$ cat src/rtl/softmax_pair_packer_16_pkg.sv
// Shared softmax definitions: sample width, frame beat limit, pad value and
// the pair-packer state encoding.
package softmax_pair_packer_16_pkg;

  localparam int unsigned SOFTMAX_DATA_SIZE = 16;
  localparam int unsigned SOFTMAX_MAX_PAIRS = 255;

  typedef enum logic {
    LO_EMPTY,
    LO_HELD
  } pair_state_t;

  // Most negative two's complement value of the given width (sign bit only).
  function automatic logic [63:0] pad_value(input int unsigned width);
    return 64'd1 << (width - 1);
  endfunction

endpackage

$ cat src/rtl/axis_out_reg_16.sv
// Single-entry AXI4-Stream output register; a load may coincide with the
// consumption of the current beat.
module axis_out_reg_16 #(
  parameter int unsigned W = 32
) (
  input  logic         clk_i,
  input  logic         rst_i,
  input  logic         load_i,
  input  logic [W-1:0] data_i,
  input  logic         last_i,
  input  logic         ready_i,
  output logic         valid_o,
  output logic [W-1:0] data_o,
  output logic         last_o,
  output logic         free_o
);

  logic         valid_q, valid_d;
  logic [W-1:0] data_q,  data_d;
  logic         last_q,  last_d;

  always_comb begin
    valid_d = valid_q;
    data_d  = data_q;
    last_d  = last_q;
    if (load_i) begin
      valid_d = 1'b1;
      data_d  = data_i;
      last_d  = last_i;
    end else if (ready_i) begin
      valid_d = 1'b0;
    end
  end

  always_ff @(posedge clk_i) begin
    if (rst_i) begin
      valid_q <= 1'b0;
      data_q  <= '0;
      last_q  <= 1'b0;
    end else begin
      valid_q <= valid_d;
      data_q  <= data_d;
      last_q  <= last_d;
    end
  end

  assign valid_o = valid_q;
  assign data_o  = data_q;
  assign last_o  = last_q;
  assign free_o  = !valid_q || ready_i;

endmodule

$ cat src/rtl/softmax_pair_packer_16.sv
// Pairs scalar samples into two-lane beats for the softmax core, padding odd
// frames. Define SOFTMAX_PAIR_LEN_CHECK_EN to build the frame overlength check.
module softmax_pair_packer_16
  import softmax_pair_packer_16_pkg::*;
#(
  parameter int unsigned data_size = SOFTMAX_DATA_SIZE,
  parameter int unsigned MAX_PAIRS = SOFTMAX_MAX_PAIRS
) (
  input  logic                   axi_clock_i,
  input  logic                   axi_reset_i,
  input  logic                   s_axis_valid_i,
  input  logic [data_size-1:0]   s_axis_data_i,
  input  logic                   s_axis_last_i,
  output logic                   s_axis_ready_o,
  input  logic                   m_axis_ready_i,
  output logic [2*data_size-1:0] m_axis_data_o,
  output logic                   m_axis_valid_o,
  output logic                   m_axis_last_o,
  output logic                   frame_err_o
);

  localparam logic [data_size-1:0] PAD = data_size'(pad_value(data_size));

  pair_state_t            state_q, state_d;
  logic [data_size-1:0]   lo_q, lo_d;
  logic                   out_free;
  logic                   s_fire;
  logic                   load;
  logic                   beat_last;
  logic [2*data_size-1:0] beat_data;

  always_comb begin
    state_d        = state_q;
    lo_d           = lo_q;
    s_axis_ready_o = out_free;
    load           = 1'b0;
    beat_data      = {PAD, s_axis_data_i};
    if (state_q == LO_EMPTY && !s_axis_last_i) s_axis_ready_o = 1'b1;
    s_fire = s_axis_valid_i && s_axis_ready_o;
    if (state_q == LO_HELD) beat_data = {s_axis_data_i, lo_q};
    if (s_fire) begin
      if (state_q == LO_EMPTY && !s_axis_last_i) begin
        lo_d    = s_axis_data_i;
        state_d = LO_HELD;
      end else begin
        load    = 1'b1;
        state_d = LO_EMPTY;
      end
    end
  end

  always_ff @(posedge axi_clock_i) begin
    if (axi_reset_i) begin
      state_q <= LO_EMPTY;
      lo_q    <= '0;
    end else begin
      state_q <= state_d;
      lo_q    <= lo_d;
    end
  end

`ifdef SOFTMAX_PAIR_LEN_CHECK_EN
  logic [7:0] cnt_q, cnt_d;
  logic       err_q, err_d;
  logic       overlen;

  // An overlong frame is cut by forcing last on the beat that hits the limit.
  always_comb begin
    overlen   = load && !s_axis_last_i && (cnt_q == 8'(MAX_PAIRS - 1));
    beat_last = s_axis_last_i || overlen;
    err_d     = overlen;
    cnt_d     = cnt_q;
    if (load) cnt_d = beat_last ? '0 : cnt_q + 8'd1;
  end

  always_ff @(posedge axi_clock_i) begin
    if (axi_reset_i) begin
      cnt_q <= '0;
      err_q <= 1'b0;
    end else begin
      cnt_q <= cnt_d;
      err_q <= err_d;
    end
  end

  assign frame_err_o = err_q;
`else
  assign beat_last   = s_axis_last_i;
  assign frame_err_o = 1'b0;
`endif

  axis_out_reg_16 #(
    .W (2 * data_size)
  ) u_out_reg (
    .clk_i   (axi_clock_i),
    .rst_i   (axi_reset_i),
    .load_i  (load),
    .data_i  (beat_data),
    .last_i  (beat_last),
    .ready_i (m_axis_ready_i),
    .valid_o (m_axis_valid_o),
    .data_o  (m_axis_data_o),
    .last_o  (m_axis_last_o),
    .free_o  (out_free)
  );

endmodule

$ cat config.mk
export PLATFORM = sky130hd
export DESIGN_NAME = softmax_pair_packer_16
export DESIGN_NICKNAME = d
export VERILOG_FILES = /design/src/rtl/softmax_pair_packer_16_pkg.sv /design/src/rtl/axis_out_reg_16.sv /design/src/rtl/softmax_pair_packer_16.sv
export SDC_FILE = /design/constraint.sdc
export NUM_CORES = 1
export LEC_CHECK = 0
export CAP_MARGIN = 5
export CORE_UTILIZATION = 35
export CTS_CLUSTER_DIAMETER = 80
export DETAILED_ROUTE_END_ITERATION = 10
export PLACE_DENSITY = 0.7
export SYNTH_ARGS = -nofsm -noshare
export SYNTH_HDL_FRONTEND = slang
export SYNTH_SLANG_ARGS = --single-unit
$ cat constraint.sdc
create_clock -name axi_clock_i -period 1.4 [get_ports axi_clock_i]
set_input_delay 0.28 -clock axi_clock_i [delete_from_list [all_inputs] [get_ports axi_clock_i]]
set_output_delay 0.28 -clock axi_clock_i [all_outputs]
set_load 0.02 [all_outputs]
==> metrics list <==
- HPWL after detailed placement: 3.28 mm
- Average routed wire per standard cell: 15.5 um
* Remaining antenna violation count after routing: 0
- The clock network burns 32.2% of the power.
* Final routed wirelength across all metal layers: 5.08 mm
- Each instance of the synthesized netlist takes up on average 10.9 sq um.
- After floorplanning, the core was sized to cover 5610 sq um.
- Crit start category: input pin
- Quantity of I/O buffers inserted on ports: 55
- Type of the tightest min-delay check: reg2reg
* Clock network latency to the later pin of the worst-skew pair: 0.30 ns
* Largest net degree at the start of global routing: 36
* Overall Power: 3.17 mW
* Maximum capacitance violations: 0
- Leakage power: 1.23 nW
- Power per cell area: 1080 nW/um^2
* Cell count of the worst hold path: 1
- Antenna fix cells: 0
- The number of global-route vias before repair is 1585.
- Sum Neg Setup Slack: 0 ns
- Critical path required time: 1.60 ns
* Detailed-route vias per instance: 5.16
- Counting both buffers and inverters, the worst setup path holds a total of 3.
- Yosys printed 0 warnings.
- Part of the total power dissipated in combinational logic: 18.3%
- In this run the worst path has a maximum fanout of 7.
- Final worst-path cycle share: 96.7%
- Wire length of the first global-routing pass: 8.24 mm
- GRT Total Usage: 17.3%
* Number of rows in the core area: 27
- The initial antenna violation count was 0.
- Broken down by cell family, the worst path's largest delay share belongs to buffers and inverters.
- Counting the buffers created by CTS gives 5.
- Clock tree synthesis selected as its root buffer the cell sky130_fd_sc_hd__clkbuf_8.
- The final hold violation count came to 0.
- Pin placement for this block handled 57 I/O pins.
- The synthesized netlist contains 28 unique library cells.
* Syn-to-layout area delta: 42.1%
- Crit path max-delay cell type: sky130_fd_sc_hd__clkdlybuf4s50_1
- The detailed router finished its first iteration with 76 violations.
- Deepest level of the CTS H-tree: 2
- Max-slew violation total from the final report: 0
- In this run the register-to-register setup slack is 0.05 ns.
* Height of the die: 78.8 um
- The pre-antenna-repair detailed-routing pass consisted of 4 iterations.
- Ordered cell list for the critical path: clkdlybuf4s50_1 -> nor4_4 -> buf_4 -> clkbuf_16 -> a22o_1
- For this run, the register share of the synthesized area comes to 49.5%.
- Residual DRC count: 0
- In this run switching power makes up 26.3% of total power.
- Counting tap cells, the placed design contains a total of 313 instances.
* Type of destination of the critical path: flop
- At the worst endpoint, the arrival time is 1.55 ns.
* Layout cell share with drive strength beyond 1: 17.6%
- Start point of the worst hold path: u_out_reg.data_o[23]$_SDFFE_PP0P_
- Number of vias in the routed layout: 1692
- For this run, the post-layout net count is 276.
- Cell internal power was estimated by the tool at 2.33 mW.
- End of the worst register-to-register path: u_out_reg.data_o[21]$_SDFFE_PP0P_
- Sequential share of power: 49.5%
* Chip Width: 78.8 um
* Clock Tree Buf Depth: 2
* Number of clock sinks seen by CTS: 51
- Final cell count without fillers: 328
* Clock tree from TritonCTS: done
* Highest achievable clock rate: 739 MHz
* Reg2reg path depth: 6
- Final core occ: 52.2%
- Status: finished, final reports clean
* Final setup vio count: 0
* Total nets after synthesis: 210
- Clock-pin slew on the worst setup and hold paths: 0.09 ns
- The startpoint identified for the worst register-to-register timing path is state_q$_SDFFE_PP0P_.
- Die Area: 6200 sq um
- Initial core utilization: 36.8%
- On the worst path, the slowest cell contributes a delay of 0.65 ns.
- Unrepaired setup endpoints after global routing: yes
* Critical path class: in2reg
- Sw power: 0.831 mW
- Time the final worst path needs with I/O delays and setup: 1.35 ns
- Final Wtd Congestion: 0.693
- For hold timing, the worst endpoint is u_out_reg.data_o[23]$_SDFFE_PP0P_.
- GR Overflow Total: 0
- Worst IR drop on VDD: 565 uV
* Register bit count reported by yosys: 51
- Instance count of the mapped netlist: 189
- Worst-case clock skew: 0.00571 ns
* Cell area after synthesis: 2060 sq um
[how the worst max path moves through the flow]
stage                                        start                                 to  slack [ns]  depth (start not counted)
floorplan                     state_q$_SDFFE_PP0P_                     s_axis_ready_o        0.08                          4
global placement                    m_axis_ready_i                     s_axis_ready_o       -0.49                          4
CTS                           state_q$_SDFFE_PP0P_  u_out_reg.data_o[28]$_SDFFE_PP0P_       0.006                          5
finish                                 axi_reset_i  u_out_reg.data_o[21]$_SDFFE_PP0P_        0.05                          5
global route        u_out_reg.valid_o$_SDFFE_PP0P_   u_out_reg.data_o[4]$_SDFFE_PP0P_       -0.02                          6
detailed placement                  m_axis_ready_i                     s_axis_ready_o       -0.51                          4
[worst reg2reg max path, delay by kind of cell (launching register included)]
kind                   cells  cell delay (ns)
flip-flops                 1             0.35
buffers and inverters      4             0.53
AND/OR/NAND/NOR            1             0.29
AO/OA/AOI/OAI              1             0.13
[logic make-up (layout without fill, tap and decap cells)]
group / after synthesis / in the layout / share of synthesized area [%]
compound gates: 54 / 54 / 20.6
flops: 51 / 51 / 49.5
mux: 32 / 32 / 15.5
simple gates: 28 / 28 / 7.16
buf+inv: 23 / 90 / 7.04
other cells: 1 / 1 / 0.182
[through the flow]
step | hold slack, ns | instance area (sq um) | setup slack [ns]
2_1_floorplan | 0.413 | 2060 | 0.0821
6_report | 0.480 | 2930 | 0.0462
3_3_place_gp | 0.458 | 2750 | -0.486
5_1_grt | 0.505 | 2930 | -0.0173
4_1_cts | 0.484 | 2890 | 0.00577
3_5_place_dp | 0.455 | 2750 | -0.514
[cell usage after synthesis, drive strengths merged]
| cell | number | area share (%) |
|---|---|---|
| a21oi | 3 | 0.73 |
| a22o | 15 | 6.4 |
| a311oi | 16 | 6.8 |
| a31oi | 18 | 6.2 |
| and2b | 1 | 0.42 |
| buf | 17 | 5.9 |
| clkbuf | 3 | 0.55 |
| conb | 1 | 0.18 |
| dfxtp | 51 | 50 |
| inv | 3 | 0.55 |
| mux2i | 32 | 16 |
| nand2 | 2 | 0.36 |
| nand2b | 1 | 0.30 |
| nand3 | 1 | 0.24 |
| nor2 | 18 | 3.4 |
| nor3 | 2 | 0.49 |
| nor3b | 1 | 0.61 |
| nor4 | 1 | 1.0 |
| o21ai | 2 | 0.48 |
| or2 | 1 | 0.30 |
[cells in the final DEF (no fill, tap or decap), types with 14 or more instances in the layout]
cell type	count
sky130_fd_sc_hd__a22o_1	15
sky130_fd_sc_hd__nor2_1	17
sky130_fd_sc_hd__a31oi_1	17
sky130_fd_sc_hd__buf_4	16
sky130_fd_sc_hd__dlygate4sd2_1	37
sky130_fd_sc_hd__mux2i_1	32
sky130_fd_sc_hd__a311oi_1	14
sky130_fd_sc_hd__clkdlybuf4s50_1	17
sky130_fd_sc_hd__dfxtp_1	50
[flip-flops by register name, indices dropped and copies added (netlist names)]
signal,flops
u_out_reg.valid_o,1
u_out_reg.last_o,1
u_out_reg.data_o,32
state_q,1
lo_q,16
[power by group through the flow]
stage | logic [mW] | registers (mW) | clock network, mW
finish | 0.578 | 1.57 | 1.02
detailed placement | 0.586 | 1.60 | 0
global route | 0.624 | 1.58 | 1.11
floorplan | 0.265 | 1.66 | 0
global placement | 0.576 | 1.60 | 0
CTS | 0.566 | 1.57 | 1.04
[per-layer routing]
metal	vias up	part of all wire, %	track usage (%)
met5	-	0	0
met4	0	0.81	5.00
met3	4	4.2	4.02
met2	39	47	27.8
met1	813	48	23.0
li1	836	-	-
[repair_timing]
action                     in CTS  in global routing
resized for setup              49                  5
hold endpoints to repair        0                  0
hold buffers                    0                  0
pin swaps                       1                  0
setup buffers                   2                  4
setup endpoints to repair      53                 18
gates cloned                    1                  0
[layout make-up]
class	count	area (sq um)
Sequential cell	51	1020
Inverter	3	11.3
Fill cell	551	2680
Clock inverter	3	43.8
Tap cell	72	90.1
Clock buffer	5	68.8
Multi-Input combinational cell	115	920
Timing Repair Buffer	79	773
No activity file was read; power rests on OpenSTA's default activity.
==> variant, RTL diff (same settings) <==
The option `SOFTMAX_PAIR_LEN_CHECK_EN` is turned on by a define.
--- a/src/rtl/softmax_pair_packer_16.sv
+++ b/src/rtl/softmax_pair_packer_16.sv
@@ -2,2 +2,4 @@
 // frames. Define SOFTMAX_PAIR_LEN_CHECK_EN to build the frame overlength check.
+`define SOFTMAX_PAIR_LEN_CHECK_EN
+
 module softmax_pair_packer_16
Function: no difference found for any inputs over 10 cycles, from zero or initial values and one cycle with axi_reset_i high; that may be too few to reach the edited logic, so the function may still have changed.
==> variant against the original RTL <==
- the flow now finishes with violations (negative setup slack)
- worst setup slack got worse by 85 ps
- power rose by 26%
- wire length rose by 16%
- sequential cell count rose by 9
- first-iteration DRC count fell by 11%
- area after synthesis rose by 13%
- global-route usage fell by 0.65 points
- final area rose by 19%
- critical endpoint is now cnt_q[7]
- largest cell class unchanged
- largest power group unchanged
==> variant: results (changes against the original RTL) <==
- Distinct cells, synth: 30 (was 28)
- Peak supply drop: 0.596 mV (was 0.565 mV)
- WP data arrival: 1650 ps (was 1550 ps)
- Int Power: 0.00298 W (was 0.00233 W)
- Largest net degree at the start of global routing: 48 (was 36)
- Final setup margin: -38.4 ps (was 46.2 ps)
- Gr usage total: 0.167 (was 0.173)
- Nets: 357 (was 276)
- Post-Synth Adder-Cell Area: 0.0108 (was 0)
- Vias: 2118 (was 1692)
- Failing checks: negative setup slack
- Setup_tns: -38.4 ps (was 0 ps)
- Syn Nets: 283 (was 210)
- Sequential-to-total area share from yosys stat: 0.518 (was 0.495)
- CTS buffer count: 9 (was 5)
- Post-synth top cells: dfxtp_1 (60), nor2_1 (44), nand2_1 (36) (was dfxtp_1 (51), mux2i_1 (32), a31oi_1 (17), nor2_1 (17), a311oi_1 (16))
- Clk pin slew, worst setup/hold paths: 60 ps (was 90 ps)
- Synth top area share: 0.518 (was 0.495)
- Top cells by area, synth: dfxtp_1 (52%), nor2_1 (7.1%), mux2i_1 (6.9%) (was dfxtp_1 (50%), mux2i_1 (16%), a311oi_1 (6.8%))
- Leak pwr: 1.44 nW (was 1.23 nW)
- Post-synthesis mux area share: 0.0690 (was 0.155)
- Starting DRC count in detailed routing: 68 (was 76)
- Final GP Congestion: 0.832 (was 0.693)
- Outcome: complete, but fails checks (was complete, no violations)
- IO Port Bufs: 56 (was 55)
- Post-synthesis compound-gate area fraction: 0.170 (was 0.206)
- H-tree levels: 3 (was 2)
- Post-synthesis xor/xnor area fraction: 0.0226 (was 0)
- Final wirelength: 5.90 mm (was 5.08 mm)
- Hold Path Class: input port to register (was register to register)
- Maximum fanout along the worst path: 19 (was 7)
- First-pass GRT wire length: 9.29 mm (was 8.24 mm)
- Fraction of layout cells with a size suffix above 1: 0.202 (was 0.176)
- Setup WS pre-CTS: -567 ps (was -514 ps)
- Vias in the first global route: 2026 (was 1585)
- Final setup viols: 1 (was 0)
- Worst skew pair latency: 330 ps (was 300 ps)
- Clock Skews: 6.69 ps (was 5.71 ps)
[variant: area by class of cell]
| type | instances | area (um^2) |
|---|---|---|
| timing repair buffer | 82 | 817 |
| clock buffer | 12 | 155 |
| fill | 573 | 2910 |
| sequential | 60 | 1210 |
| tap | 77 | 96.3 |
| multi-input combinational | 178 | 1150 |
| clock inverter | 2 | 35.0 |
| inverter | 3 | 11.3 |
[variant: logic make-up after synthesis]
| group | Yosys count |
|---|---|
| AND/OR/NAND/NOR | 95 |
| flip-flops | 60 |
| multiplexers | 16 |
| AO/OA/AOI/OAI | 59 |
| adder cells (fa/ha/maj) | 2 |
| XOR/XNOR | 6 |
| buffers and inverters | 22 |
[variant: routing by layer]
layer	track usage	up-vias	wire length [um]
met4	0.0693	0	92
met2	0.282	46	2890
li1	-	1051	-
met3	0.0437	9	231
met1	0.200	1012	2680
met5	0	-	0
[variant: worst max-delay path: stages, from the launching register on]
cell and delay (ps):
dfxtp_4 370, nor2_2 60, or3_4 400, buf_12 170, o31ai_4 250, a21oi_2 70
[variant: timing repair]
item                       in CTS  in global routing
pin swaps                       3                  6
hold buffers                    0                  0
resized for setup              50                 17
setup endpoints to repair      78                 24
cloned                          0                  2
setup buffers                   0                  1
[variant: metrics by stage]
stage                     instances  hold WS, ps  instance area, um^2  total power [W]
after CTS                       411          262                 3350          0.00397
after floorplan                 260          414                 2390          0.00220
final                           414          281                 3470          0.00399
after global routing            414          275                 3470          0.00415
after detailed placement        397          448                 3170          0.00249
after global placement          397          441                 3170          0.00248
[variant: path summary, 6_finish.rpt]
kind	start	end	cells past startpoint
hold reg to reg	lo_q[2]	lo_q[2]	2
setup / recovery	state_q	cnt_q[7]	5
setup reg to reg	state_q	cnt_q[7]	5
hold / removal	axi_reset_i	lo_q[15]	2
[variant: power by group through the flow]
| stage | combinational (W) | sequential [W] | clock, W |
|---|---|---|---|
| 3_5_place_dp | 0.000606 | 0.00188 | 0 |
| 6_report | 0.000629 | 0.00184 | 0.00152 |
| 5_1_grt | 0.000681 | 0.00185 | 0.00162 |
| 3_3_place_gp | 0.000597 | 0.00188 | 0 |
| 2_1_floorplan | 0.000256 | 0.00194 | 0 |
| 4_1_cts | 0.000579 | 0.00184 | 0.00154 |
